===== config.mk =====
export PLATFORM = sky130hd
export DESIGN_NAME = alu_issue_ctrl
export DESIGN_NICKNAME = d
export VERILOG_FILES = /design/src/rtl/alu_pkg.sv /design/src/rtl/alu_regfile.sv /design/src/rtl/alu_issue_ctrl.sv
export SDC_FILE = /design/constraint.sdc
export NUM_CORES = 1
export LEC_CHECK = 0
export CORE_MARGIN = 4
export CORE_UTILIZATION = 50
export CTS_CLUSTER_SIZE = 40
export DETAILED_ROUTE_END_ITERATION = 12
export HOLD_SLACK_MARGIN = 0.02
export PLACE_DENSITY = 0.71
export SLEW_MARGIN = 25
export SYNTH_ARGS = -nofsm -noshare
export SYNTH_HDL_FRONTEND = slang
export SYNTH_SLANG_ARGS = --single-unit

===== constraint.sdc =====
create_clock -name clk -period 9.55 [get_ports clk]
set_input_delay 0.955 -clock clk [delete_from_list [all_inputs] [get_ports clk]]
set_output_delay 0.955 -clock clk [all_outputs]
set_load 0.02 [all_outputs]

===== src/rtl/alu_pkg.sv =====
// Shared definitions for the ALU issue path.
// Contents: opcode encoding, flag bit positions, controller state encoding.
package alu_pkg;

  typedef enum logic [3:0] {
    ADD   = 4'b0000,
    SUB   = 4'b0001,
    AND   = 4'b0010,
    OR    = 4'b0011,
    XOR   = 4'b0100,
    INC   = 4'b0101,
    PASSA = 4'b0110,
    PASSB = 4'b0111,
    LDI   = 4'b1000
  } opcode_e;

  localparam int FLAG_OVF  = 2;
  localparam int FLAG_NEG  = 1;
  localparam int FLAG_ZERO = 0;

  typedef enum logic [1:0] {
    IDLE  = 2'd0,
    ISSUE = 2'd1,
    RESP  = 2'd2
  } state_e;

endpackage


===== src/rtl/alu_regfile.sv =====
// General register file for the issue controller.
// Ports: clk/rst (async active-high, clears all registers), two
// combinational read ports (raddr_a/rdata_a, raddr_b/rdata_b) and one
// synchronous write port (we, waddr, wdata).
module alu_regfile #(
  parameter int BW   = 16,
  parameter int NREG = 8,
  parameter int RW   = $clog2(NREG)
) (
  input  logic          clk,
  input  logic          rst,
  input  logic [RW-1:0] raddr_a,
  input  logic [RW-1:0] raddr_b,
  output logic [BW-1:0] rdata_a,
  output logic [BW-1:0] rdata_b,
  input  logic          we,
  input  logic [RW-1:0] waddr,
  input  logic [BW-1:0] wdata
);

  logic [BW-1:0] regs [NREG];

  always_ff @(posedge clk or posedge rst) begin
    if (rst) begin
      for (int i = 0; i < NREG; i++) regs[i] <= '0;
    end else if (we) begin
      regs[waddr] <= wdata;
    end
  end

  assign rdata_a = regs[raddr_a];
  assign rdata_b = regs[raddr_b];

endmodule


===== src/rtl/alu_issue_ctrl.sv =====
// Instruction-issue controller driving an external combinational ALU.
// Ports: clk/rst (async active-high); instr_valid/instr_ready/instr
// instruction handshake {opcode, rd, ra, rb}; res_valid/res_ready/
// res_data/res_flags result handshake; alu_opcode/alu_in_a/alu_in_b to
// the ALU, alu_out/alu_flags from it; status_flags sticky last flags.
//
// state | meaning
// IDLE  | ready for an instruction; operands sampled on acceptance
// ISSUE | ALU evaluating registered operands; result captured at exit
// RESP  | result presented until consumer takes it
module alu_issue_ctrl
  import alu_pkg::*;
#(
  parameter  int BW   = 16,
  parameter  int NREG = 8,
  localparam int RW   = $clog2(NREG)
) (
  input  logic            clk,
  input  logic            rst,
  input  logic            instr_valid,
  output logic            instr_ready,
  input  logic [4+3*RW-1:0] instr,
  output logic            res_valid,
  input  logic            res_ready,
  output logic [BW-1:0]   res_data,
  output logic [2:0]      res_flags,
  output logic [3:0]      alu_opcode,
  output logic [BW-1:0]   alu_in_a,
  output logic [BW-1:0]   alu_in_b,
  input  logic [BW-1:0]   alu_out,
  input  logic [2:0]      alu_flags,
  output logic [2:0]      status_flags
);

  state_e state_q, state_d;

  logic [3:0]      f_op;
  logic [RW-1:0]   f_rd, f_ra, f_rb;
  logic [RW-1:0]   rd_q;
  logic [2*RW-1:0] imm_q;
  logic [BW-1:0]   rdata_a, rdata_b;
  logic            accept;
  logic            is_ldi;
  logic            we;
  logic [BW-1:0]   imm;
  logic [BW-1:0]   wb_data;
  logic [2:0]      wb_flags;

  assign f_op = instr[3*RW+3 -: 4];
  assign f_rd = instr[3*RW-1 -: RW];
  assign f_ra = instr[2*RW-1 -: RW];
  assign f_rb = instr[RW-1:0];

  // Read ports look at the incoming fields directly so operands are
  // captured at acceptance, ahead of any write-back to the same register.
  alu_regfile #(.BW(BW), .NREG(NREG), .RW(RW)) u_regfile (
    .clk     (clk),
    .rst     (rst),
    .raddr_a (f_ra),
    .raddr_b (f_rb),
    .rdata_a (rdata_a),
    .rdata_b (rdata_b),
    .we      (we),
    .waddr   (rd_q),
    .wdata   (wb_data)
  );

  always_ff @(posedge clk or posedge rst) begin
    if (rst) state_q <= IDLE;
    else     state_q <= state_d;
  end

  always_comb begin
    state_d     = state_q;
    instr_ready = 1'b0;
    res_valid   = 1'b0;
    accept      = 1'b0;
    case (state_q)
      IDLE: begin
        instr_ready = 1'b1;
        if (instr_valid) begin
          accept  = 1'b1;
          state_d = ISSUE;
        end
      end
      ISSUE: state_d = RESP;
      RESP: begin
        res_valid = 1'b1;
        if (res_ready) state_d = IDLE;
      end
      default: state_d = IDLE;
    endcase
  end

  // LDI bypasses the ALU: immediate is {ra, rb} zero-extended.
  always_comb begin
    imm                = '0;
    imm[2*RW-1:0]      = imm_q;
    is_ldi             = (alu_opcode == LDI);
    wb_data            = is_ldi ? imm : alu_out;
    wb_flags           = alu_flags;
    if (is_ldi) begin
      wb_flags            = 3'b000;
      wb_flags[FLAG_ZERO] = (imm == '0);
    end
    // Opcodes above LDI report a result but never touch the register file.
    we = (state_q == ISSUE) && (!alu_opcode[3] || is_ldi);
  end

  always_ff @(posedge clk or posedge rst) begin
    if (rst) begin
      alu_opcode   <= '0;
      alu_in_a     <= '0;
      alu_in_b     <= '0;
      rd_q         <= '0;
      imm_q        <= '0;
      res_data     <= '0;
      res_flags    <= '0;
      status_flags <= '0;
    end else begin
      if (accept) begin
        alu_opcode <= f_op;
        alu_in_a   <= rdata_a;
        alu_in_b   <= rdata_b;
        rd_q       <= f_rd;
        imm_q      <= {f_ra, f_rb};
      end
      if (state_q == ISSUE) begin
        res_data     <= wb_data;
        res_flags    <= wb_flags;
        status_flags <= wb_flags;
      end
    end
  end

endmodule


# Word level (Yosys, flattened, before mapping)
# Index checks and enable logic that the tools add are counted.
[word_totals] output_inout_bits=60 regBits=194 input_bits=36
[classes] n_mux=18 reduce_logical=7 eq_ne=5 n_bitwise=3 magnitude_cmp=4
[ops] operator="bitwise mux 128 bit" n=1
[ops] operator="binary-select mux 16 bit (select 3 bit)" n=2
[ops] operator="2-to-1 mux 16 bit" n=6
[ops] operator="demux 16 bit (select 3 bit)" n=1
[ops] operator="greater-or-equal comparator 4 bit, second input constant" n=3
[ops] operator="NOT 3 -> 4 bit" n=3
[ops] operator="logical NOT 6 bit" n=1
[ops] operator="case mux 2 bit (3 select lines)" n=1
[ops] operator="equality test 4 bit, second input constant" n=1
[ops] operator="less-than comparator 4 x 1 -> 1 bit, second input constant" n=1
[ops] operator="2-to-1 mux 1 bit" n=4
[ops] operator="2-to-1 mux 2 bit" n=2
[ops] operator="!= test 2 bit, second input constant" n=2
[ops] operator="2-to-1 mux 3 bit" n=1
[ops] operator="equality test 2 x 1 -> 1 bit, second input constant" n=1
[ops] operator="equality test 2 bit, second input constant" n=1
[ops] operator="logical AND 1 bit" n=2
[ops] operator="logical NOT 2 bit" n=1
[ops] operator="AND reduction 2 bit" n=1
[ops] operator="logical NOT 1 bit" n=1
[ops] operator="logical OR 1 bit" n=1

# Depth between registers and ports, before layout
# Gate-level depths: netlist of the first run.
[logic_depth] depth_word=6 depth_mapped=6 mapped_depth_nobuf=3

# By module
# Synthesis of the first run repeated with hierarchy kept, for this count alone.
[hier_totals] cells_unflattened=574 hier_area_um2=9776.9
[by_module_without_submodules] module="alu_regfile" n_inst=1 area_each_um2=7081.8 cells_each=396
[by_module_without_submodules] module="alu_issue_ctrl" n_inst=1 area_each_um2=2695.1 cells_each=178

# Worst setup path after synthesis of the first run
# Ideal clock, no wire load.
[synth_path] path_kind="in2reg" from="input port instr[4]" to="register alu_in_a[1]" stages=5 slack_ns=7.220 setup_ns=0.135 arrival_ns=2.196 cell_sequence="clkbuf_1 -> buf_1 -> mux2_2 -> o22ai_1 -> o31ai_1"
[synth_between] elab_chain_cells=4
[synth_rtl] item="start, declared" line="alu_issue_ctrl.sv:22" text="input logic [4+3*RW-1:0] instr,"
[synth_rtl] item="NOT 3 -> 4 bit (not written as such)" line="alu_regfile.sv:31" text="assign rdata_a = regs[raddr_a];"
[synth_rtl] item="binary-select mux 16 bit (select 3 bit)" line="alu_regfile.sv:31"
[synth_rtl] item="2-to-1 mux 16 bit (not written as such) (2 in a row)" line="alu_regfile.sv:31"
[synth_rtl] item="end signal, assigned" line="alu_issue_ctrl.sv:123" text="alu_in_a <= rdata_a;"
[synth_rtl] item="end, declared" line="alu_issue_ctrl.sv:28" text="output logic [BW-1:0] alu_in_a,"
# Every way passes these cells. The select of a mux whose other input is x is not followed.
# A chain may end at the register's enable or synchronous reset.

# Worst setup path in the final report of the first run
[layout_path] from="register state_q[0]" to="output port res_valid"
[layout_between] elab_chain_cells=2
[layout_rtl] item="start, declared" line="alu_issue_ctrl.sv:35" text="state_e state_q, state_d;"
[layout_rtl] item="start signal, assigned" line="alu_issue_ctrl.sv:70" text="else state_q <= state_d;"
[layout_rtl] item="equality test 2 bit" line="alu_issue_ctrl.sv:78" text="case (state_q)"
[layout_rtl] item="2-to-1 mux 1 bit" line="alu_issue_ctrl.sv:78"
[layout_rtl] item="end, declared" line="alu_issue_ctrl.sv:23" text="output logic res_valid,"
# Every way passes these cells.

==> flow_summary.yaml, run 1 <==
sta:
  min_period_over_period: 0.285
  maxSlewHeadroom: 0.253
  slew_viol_final: 0
  layout_min_cycle_time_ns: 2.73
  max_freq_ghz: 0.367
  hold_viol: 0
  rsz0062_at_grt: "false"
  holdWs_ns: 0.483
  setup_viol: 0
  max_slew.worst_pin.slew_ns: 1.12
  worst_slack_ns: 6.82
  fin_skew_ns: 0.00951
  fin_tns_setup_ns: 0
critical_path:
  worstPathCellList: "nand2b_1 > inv_1 > clkdlybuf4s50_1"
  max_stage_delay_ns: 0.60
  cp-start-kind: "flip-flop"
  crit_slowest_cell: "clkdlybuf4s50_1"
  cp.arrival_ns: 1.77
  cp-startpoint: "state_q[0]"
  crit_path_max_fanout: 9
  timing.rr.start: "state_q[1]"
  crit_path_end_kind: "output pin"
  path_buf_inv: 2
  critPathTopFamily: "buffers and inverters"
  required_ns: 8.60
  critPathKind: "reg2out"
yosys:
  synth_area_um2: 9650
  seq_area_frac_synth: 0.503
  ys.flop_type: "dfrtp_1"
  synth.avg_cell_area_um2: 13.2
  synth_edf_count: 0
  yosysTopAreaCellShare: 0.503
  synth.ff_latch_count: 194
  yosys_warnings: 0
  yosysTopAreaCell: "dfrtp_1"
  ys_types: 37
  synthTopCellsByArea: "dfrtp_1 50%, mux2_2 25%, mux2i_1 6.6%"
  synthCells: 730
  synth_fp_nets: 766
  async_flop_share: 1.00
drt:
  drtPass1Iterations: 5
  drt-initial-drc-count: 398
  num_vias: 6427
  routedWlPerCell_um: 23.3
  drc: 0
  vias_per_cell: 6.05
  antenna_left: 0
  wirelength_um: 24700
clock_tree:
  clkTransAtPathRegs_ns: 0.07
  clk_path_buf_depth: 2
  tritoncts: "yes"
  cts_sinks: 194
  cts_root_buf: "clkbuf_16"
  cts_resized: 0
  clk_latency_ns: 0.44
  ctsHoldBuffers: 0
  cts_setup_buffers: 0
  h-tree-depth: 4
  cts_buffers: 17
floorplan:
  die_height_um: 147
  die_w_um: 147
  core_area_um2: 18800
  rows: 50
  start_util: 0.512
  ios: 96
  die_area_um2: 21600
min_path:
  worstHoldStart: "alu_in_a[6]"
  holdCritPathClass: "reg2reg"
placement:
  post-dp-hpwl_um: 14800
  numPortBuffers: 95
  place_ws_ns: 6.42
  gp_congestion: 0.770
final_layout:
  final_cell_mix: "210 x mux2_2, 194 x dfrtp_1, 93 x clkdlybuf4s50_1"
  final_common_cell: "mux2_2"
  multiInputGateArea_um2: 4510
  n_fill_cell: 1455
  area_delta_synth_final_pct: 17.9
  antenna_cells: 0
  seqCellArea_um2: 4850
  fin_util: 0.604
  num-nets-final: 827
  drive_gt1_frac: 0.353
pwr:
  irDropWorstVdd_mv: 0.160
  switchingPower_mw: 1.22
  p_seq_frac: 0.414
  p_leak_nw: 5.15
  p_comb_frac: 0.381
  p_int_mw: 2.41
  p_clk_frac: 0.205
  power_switching_share: 0.336
  powerDensity_nw_per_um2: 320
global_routing:
  grt_max_degree: 107
  grt-ovfl-total: 0
  antenna_found_initial: 0
  grt_pass1_wl_um: 38600
  grt_usage: 0.230
  grt_pass1_vias: 6745
status:
  status: "finished, final reports clean"
flow_run:
  cap_violations: 0
## kinds of logic (layout without fill, tap and decap cells)
kind of cell,after synthesis,after routing,share of synthesized area
multiplexers,291,291,0.338
buffers and inverters,68,140,0.0349
AO/OA/AOI/OAI,99,99,0.0781
AND/OR/NAND/NOR,78,78,0.0460
flip-flops,194,194,0.503
## worst paths after layout
path                                           end  slack [ns]  cells past startpoint
worst max-delay path                     res_valid        6.82                      3
worst min-delay path                   alu_in_a[6]        0.48                      2
worst max register to register  u_regfile.regs[99]        7.10                      4
worst min register to register         alu_in_a[6]        0.48                      2
max in group asynchronous       u_regfile.regs[66]        7.19                      3
min in group asynchronous              res_data[4]        1.04                      2
## worst register-to-register path, delay by kind of cell, from the launching register on
family / cells / cell delay [ns]
muxes: 1 / 0.33
DFF: 1 / 0.48
and+or+nand+nor: 2 / 1.21
buffers and inverters: 1 / 0.33
## layout make-up
type	instances	share of cell area
multi-input cells	468	0.396
repair buffers	107	0.0933
clock buffers	21	0.0422
clock inverters	9	0.0114
flip-flops and latches	194	0.427
inverters	3	0.00165
well taps	260	0.0286
## cell usage after synthesis, types with 3 or more instances
cell,n
a22o_1,27
and2_1,10
buf_1,4
buf_2,10
buf_4,4
buf_6,5
clkbuf_1,41
dfrtp_1,194
inv_1,3
mux2_2,210
mux2_4,16
mux2i_1,64
nand2_1,39
nand2b_1,3
nor2_1,4
nor2b_1,3
o22ai_1,27
o2bb2ai_1,10
o31ai_1,32
## flip-flops by register name (all words and copies together), names as in the netlist
register and count:
state_q 2, alu_in_a 16, alu_opcode 4, res_data 16, status_flags 3, alu_in_b 16
rd_q 3, u_regfile.regs 128, imm_q 6
## routing by layer
layer,track usage,vias up,part of all wire
li1,-,2820,-
met1,0.288,3344,0.41
met2,0.400,215,0.51
met3,0.0506,48,0.050
met4,0.0680,0,0.021
met5,0,-,0
## power groups by stage
stage | logic [mW] | registers, mW | clock network (mW)
after floorplan | 0.851 | 1.56 | 0
after global placement | 1.34 | 1.47 | 0
after detailed placement | 1.39 | 1.51 | 0
after CTS | 1.40 | 1.50 | 0.754
after global routing | 1.49 | 1.55 | 0.790
final | 1.38 | 1.51 | 0.745
## per-stage QoR
stage / total power [mW] / area (um2) / std cells
2_1_floorplan: 2.41 / 9650 / 730
3_3_place_gp: 2.81 / 10700 / 1028
3_5_place_dp: 2.90 / 10800 / 1032
4_1_cts: 3.65 / 11400 / 1062
5_1_grt: 3.83 / 11400 / 1062
6_report: 3.64 / 11400 / 1062
Power figures use the tool's default switching activity.
==> run 2: changes to the inputs <==
==> constraint.sdc (replaced) <==
create_clock -name clk -period 2.65 [get_ports clk]
set_input_delay 0.265 -clock clk [delete_from_list [all_inputs] [get_ports clk]]
set_output_delay 0.265 -clock clk [all_outputs]
set_load 0.02 [all_outputs]
==> run 2 against run 1 <==
Compared with the run above:
- utilization is 0.62 points higher
- total power grew to 3.6 times the previous value
- clock power grew to 3.6 times the previous value
- highest routed layer unchanged
- sequential power grew to 3.6 times the previous value
- first-iteration DRC count is 24% lower
- combinational power grew to 3.6 times the previous value
- critical endpoint is now u_regfile.regs[102]
- via count is 0.72% lower
- die area stayed put
- count of clock-buffer cells in the layout is 1 higher
- largest power group unchanged
- routed wire length is 3.3% lower
- non-clock buffer count is 18 higher
- critical path type is now reg2reg
==> flow_summary.yaml, run 2 (synthesized netlist as in run 1, its figures left out) <==
floorplan:
  start_util: 0.512
  rows: 50
  core_area_um2: 18800
  die_area_um2: 21600
  ios: 96
  die_height_um: 147
  die_w_um: 147
sta:
  maxSlewHeadroom: 0.423
  rsz0062_at_grt: "false"
  holdWs_ns: 0.271
  hold_viol: 0
  setup_viol: 0
  layout_min_cycle_time_ns: 2.15
  slew_viol_final: 0
  fin_skew_ns: 0.00879
  min_period_over_period: 0.811
  max_freq_ghz: 0.466
  max_slew.worst_pin.slew_ns: 0.866
critical_path:
  timing.rr.start: "state_q[1]"
  cp.arrival_ns: 2.46
  critPathKind: "reg2reg"
  cp-startpoint: "state_q[1]"
  cp-start-kind: "flip-flop"
  crit_path_end_kind: "flip-flop"
  required_ns: 2.96
  crit_path_max_fanout: 11
clock_tree:
  h-tree-depth: 4
  tritoncts: "yes"
  cts_buffers: 17
  clk_latency_ns: 0.43
  clkTransAtPathRegs_ns: 0.07
  cts_resized: 0
  cts_sinks: 194
  cts_root_buf: "clkbuf_16"
  ctsHoldBuffers: 0
  cts_setup_buffers: 0
  clk_path_buf_depth: 2
final_layout:
  fin_util: 0.610
  seqCellArea_um2: 4850
  antenna_cells: 0
  regMostFlops: "u_regfile.regs"
  num-nets-final: 845
  largest_reg_flops: 128
  drive_gt1_frac: 0.359
  fin_cells: 1082
  multiInputGateArea_um2: 4460
  area_delta_synth_final_pct: 19.1
  final_common_cell: "mux2_2"
  final_cell_mix: "210 x mux2_2, 194 x dfrtp_1, 93 x clkdlybuf4s50_1"
  n_fill_cell: 1482
drt:
  drtPass1Iterations: 5
  vias_per_cell: 5.90
  antenna_left: 0
  routedWlPerCell_um: 22.1
  drc: 0
  drt-initial-drc-count: 301
  wirelength_um: 23900
  num_vias: 6381
min_path:
  holdCritPathClass: "in2async"
global_routing:
  grt-ovfl-total: 0
  grt_usage: 0.226
  grt_max_degree: 79
  grt_pass1_wl_um: 38200
  grt_pass1_vias: 6852
  antenna_found_initial: 0
pwr:
  powerDensity_nw_per_um2: 1140
  irDropWorstVdd_mv: 0.580
  p_leak_nw: 5.21
placement:
  gp_congestion: 0.794
  post-dp-hpwl_um: 14900
  numPortBuffers: 95
  placed_cells: 1050
status:
  status: "finished, final reports clean"
flow_run:
  cap_violations: 0
## run 2: changes by cell type in the layout (fill, tap and decap cells not counted), sizes merged
| cell | change |
|---|---|
| inv | -1 |
| buf | +18 |
| bufinv | +1 |
| clkinvlp | +3 |
| clkinv | -2 |
| clkbuf | +1 |
## run 2: routing by layer
metal / up-vias / wire (um) / GRT usage
met5: - / 0 / 0
met4: 0 / 549 / 0.0755
li1: 2861 / - / -
met1: 3343 / 10500 / 0.296
met3: 36 / 717 / 0.0370
met2: 141 / 12100 / 0.385
## run 2: final cells by class
class                   count  area share
clock buffers              22      0.0395
clock inverters            10      0.0137
inverters                   3     0.00131
multi-input cells         468       0.388
flip-flops and latches    194       0.422
well taps                 260      0.0283
repair buffers            125       0.107
## run 2: per-stage QoR
| stage | instance area (um2) | power [mW] | worst slack (ns) | setup TNS [ns] |
|---|---|---|---|---|
| 2_1_floorplan | 9650 | 8.69 | -0.119 | -23.17 |
| 3_3_place_gp | 10900 | 10.1 | 0.476 | 0 |
| 3_5_place_dp | 10900 | 10.4 | 0.473 | 0 |
| 4_1_cts | 11500 | 13.2 | 0.514 | 0 |
| 5_1_grt | 11500 | 13.8 | 0.438 | 0 |
| 6_report | 11500 | 13.1 | 0.502 | 0 |
## run 2: power breakdown
| part | switching [mW] | internal (mW) | leakage (nW) |
|---|---|---|---|
| Combinational | 2.19 | 2.78 | 2.46 |
| Clock | 1.09 | 1.60 | 0.290 |
| Sequential | 1.04 | 4.37 | 2.47 |
## run 2: final timing paths
kind / endpoint / slack, ns / depth (start not counted)
setup / recovery: u_regfile.regs[102] / 0.50 / 4
hold / removal: alu_in_a[1] / 0.27 / 2
setup reg to reg: u_regfile.regs[102] / 0.50 / 4
hold reg to reg: alu_in_b[4] / 0.47 / 2
max in group asynchronous: alu_in_a[0] / 1.68 / 3
min in group clk: status_flags[2] / 0.39 / 3
## run 2: worst max-delay path: stages, from the launching register on
cell and delay (ns):
dfrtp_1 0.48, or4b_1 0.57, or3b_1 0.40, buf_4 0.24
mux2_4 0.32
==> run 3: changes to the inputs <==
--- a/config.mk
+++ b/config.mk
@@ -10,7 +10,7 @@
 export CTS_CLUSTER_SIZE = 40
 export DETAILED_ROUTE_END_ITERATION = 12
 export HOLD_SLACK_MARGIN = 0.02
-export PLACE_DENSITY = 0.71
+export PLACE_DENSITY = 0.74
 export SLEW_MARGIN = 25
 export SYNTH_ARGS = -nofsm -noshare
 export SYNTH_HDL_FRONTEND = slang
==> constraint.sdc (replaced) <==
create_clock -name clk -period 1.85 [get_ports clk]
set_input_delay 0.185 -clock clk [delete_from_list [all_inputs] [get_ports clk]]
set_output_delay 0.185 -clock clk [all_outputs]
set_load 0.02 [all_outputs]
==> run 3 against run 2 <==
Compared with the run above:
- the flow now finishes with violations (setup timing)
- worst setup slack worse by 0.64 ns
- utilization is 4.6 points higher
- total power is 54% higher
- clock skew hardly changed
- sequential share of layout area is 2.9 points lower
==> flow_summary.yaml, run 3 (synthesized netlist as in run 1, its figures left out) <==
final_layout:
  largest_reg_flops: 128
  fin_util: 0.656
  antenna_cells: 0
  num-nets-final: 887
  postLayoutCellArea_um2: 12400
  final_cell_mix: "194 x dfrtp_1, 170 x mux2_2, 91 x clkdlybuf4s50_1"
  regMostFlops: "u_regfile.regs"
  area_delta_synth_final_pct: 28.1
  final_common_cell: "dfrtp_1"
  drive_gt1_frac: 0.406
sta:
  maxSlewHeadroom: 0.722
  min_period_over_period: 1.08
  rsz0062_at_grt: "true"
  max_slew.worst_pin.slew_ns: 0.418
  slew_viol_final: 0
  layout_min_cycle_time_ns: 1.99
  setup_viol: 131
  worst_slack_ns: -0.142
  fin_tns_setup_ns: -9.27
  max_freq_ghz: 0.502
  fin_skew_ns: 0.00849
  hold_viol: 0
pwr:
  fin_total_pwr_mw: 20.1
  power_switching_share: 0.331
  powerDensity_nw_per_um2: 1630
  p_clk_frac: 0.199
  p_leak_nw: 5.68
  switchingPower_mw: 6.64
  p_comb_frac: 0.414
  p_seq_frac: 0.387
  irDropWorstVdd_mv: 0.877
  p_int_mw: 13.4
global_routing:
  grt_max_degree: 66
  grt_usage: 0.241
  grt-ovfl-total: 0
  grt_pass1_wl_um: 40700
  antenna_found_initial: 0
  grt_pass1_vias: 7249
floorplan:
  die_w_um: 147
  rows: 50
  die_area_um2: 21600
  ios: 96
  die_height_um: 147
  start_util: 0.512
  core_area_um2: 18800
clock_tree:
  clk_latency_ns: 0.43
  h-tree-depth: 4
  clkTransAtPathRegs_ns: 0.07
  clk_path_buf_depth: 2
  cts_root_buf: "clkbuf_16"
  cts_buffers: 17
  ctsHoldBuffers: 0
  cts_sinks: 194
  tritoncts: "yes"
critical_path:
  required_ns: 2.16
  cp.arrival_ns: 2.30
  r2r_cells: 7
  crit_path_max_fanout: 6
  critPathKind: "reg2reg"
  cp-start-kind: "flip-flop"
  crit_path_end_kind: "flip-flop"
  reg2reg_setup_slack_ns: -0.14
drt:
  vias_per_cell: 5.96
  drc: 0
  wirelength_um: 26400
  routedWlPerCell_um: 23.5
  drt-initial-drc-count: 416
  antenna_left: 0
  drtPass1Iterations: 5
  num_vias: 6690
placement:
  placedInstanceArea_um2: 11300
  numPortBuffers: 95
  place_ws_ns: -0.155
  gp_congestion: 0.840
  post-dp-hpwl_um: 15600
status:
  status: "finished, violations left"
  failed_checks: "setup timing"
min_path:
  holdCritPathClass: "in2async"
flow_run:
  cap_violations: 0
-- run 3: cell count changes in the layout (fill, tap and decap cells not counted), sizes merged, moves of 2 or more --
cell / change
mux2: +3
dlygate4sd2: +2
clkdlybuf4s50: -2
buf: +37
clkinvlp: -2
-- run 3: critical path: stages, from the launching register on --
cell     delay [ns]
dfrtp_1        0.38
o31a_1         0.41
buf_6          0.17
nor3b_4        0.21
buf_6          0.17
buf_4          0.12
buf_4          0.09
mux2_2         0.32
-- run 3: final timing paths --
path,startpoint,endpoint
setup / recovery,alu_opcode[2],u_regfile.regs[18]
setup reg to reg,alu_opcode[2],u_regfile.regs[18]
min in group clk,alu_flags[2],status_flags[2]
hold / removal,rst,u_regfile.regs[81]
hold reg to reg,alu_in_b[4],alu_in_b[4]
max in group asynchronous,rst,u_regfile.regs[89]
-- run 3: power groups by stage --
| stage | clock network [mW] | logic [mW] | registers [mW] |
|---|---|---|---|
| floorplan | 0 | 4.45 | 8.05 |
| global placement | 0 | 7.42 | 7.52 |
| detailed placement | 0 | 7.66 | 7.71 |
| CTS | 4.02 | 8.06 | 7.68 |
| global route | 4.22 | 8.89 | 8.01 |
| finish | 4.00 | 8.31 | 7.78 |
-- run 3: per-layer routing --
metal  wire length, um  vias up  global-route usage
li1                  -     2947                   -
met1             11100     3459               0.302
met2             13100      222               0.411
met3              1290       62              0.0531
met4               907        0              0.0927
met5                 0        -                   0
-- run 3: cell type report --
| type | instances | area [um2] |
|---|---|---|
| clock buffers | 22 | 454 |
| clock inverters | 9 | 180 |
| fillers | 1352 | 6480 |
| inverters | 3 | 15.0 |
| multi-input cells | 472 | 4740 |
| flip-flops and latches | 194 | 4850 |
| well taps | 260 | 325 |
| repair buffers | 163 | 1790 |
-- run 3: stage by stage --
stage          std cells  hold WS, ns
2_1_floorplan        730        0.293
3_3_place_gp        1073        0.467
3_5_place_dp        1073        0.465
4_1_cts             1118        0.102
5_1_grt             1123        0.106
6_report            1123        0.111
-- run 3: what timing repair did --
item / CTS / global route
resized for setup: 57 / 27
cloned: 5 / 3
setup buffers: 10 / 4
pin swaps: 3 / 2
endpoints found under the setup margin: 146 / 142
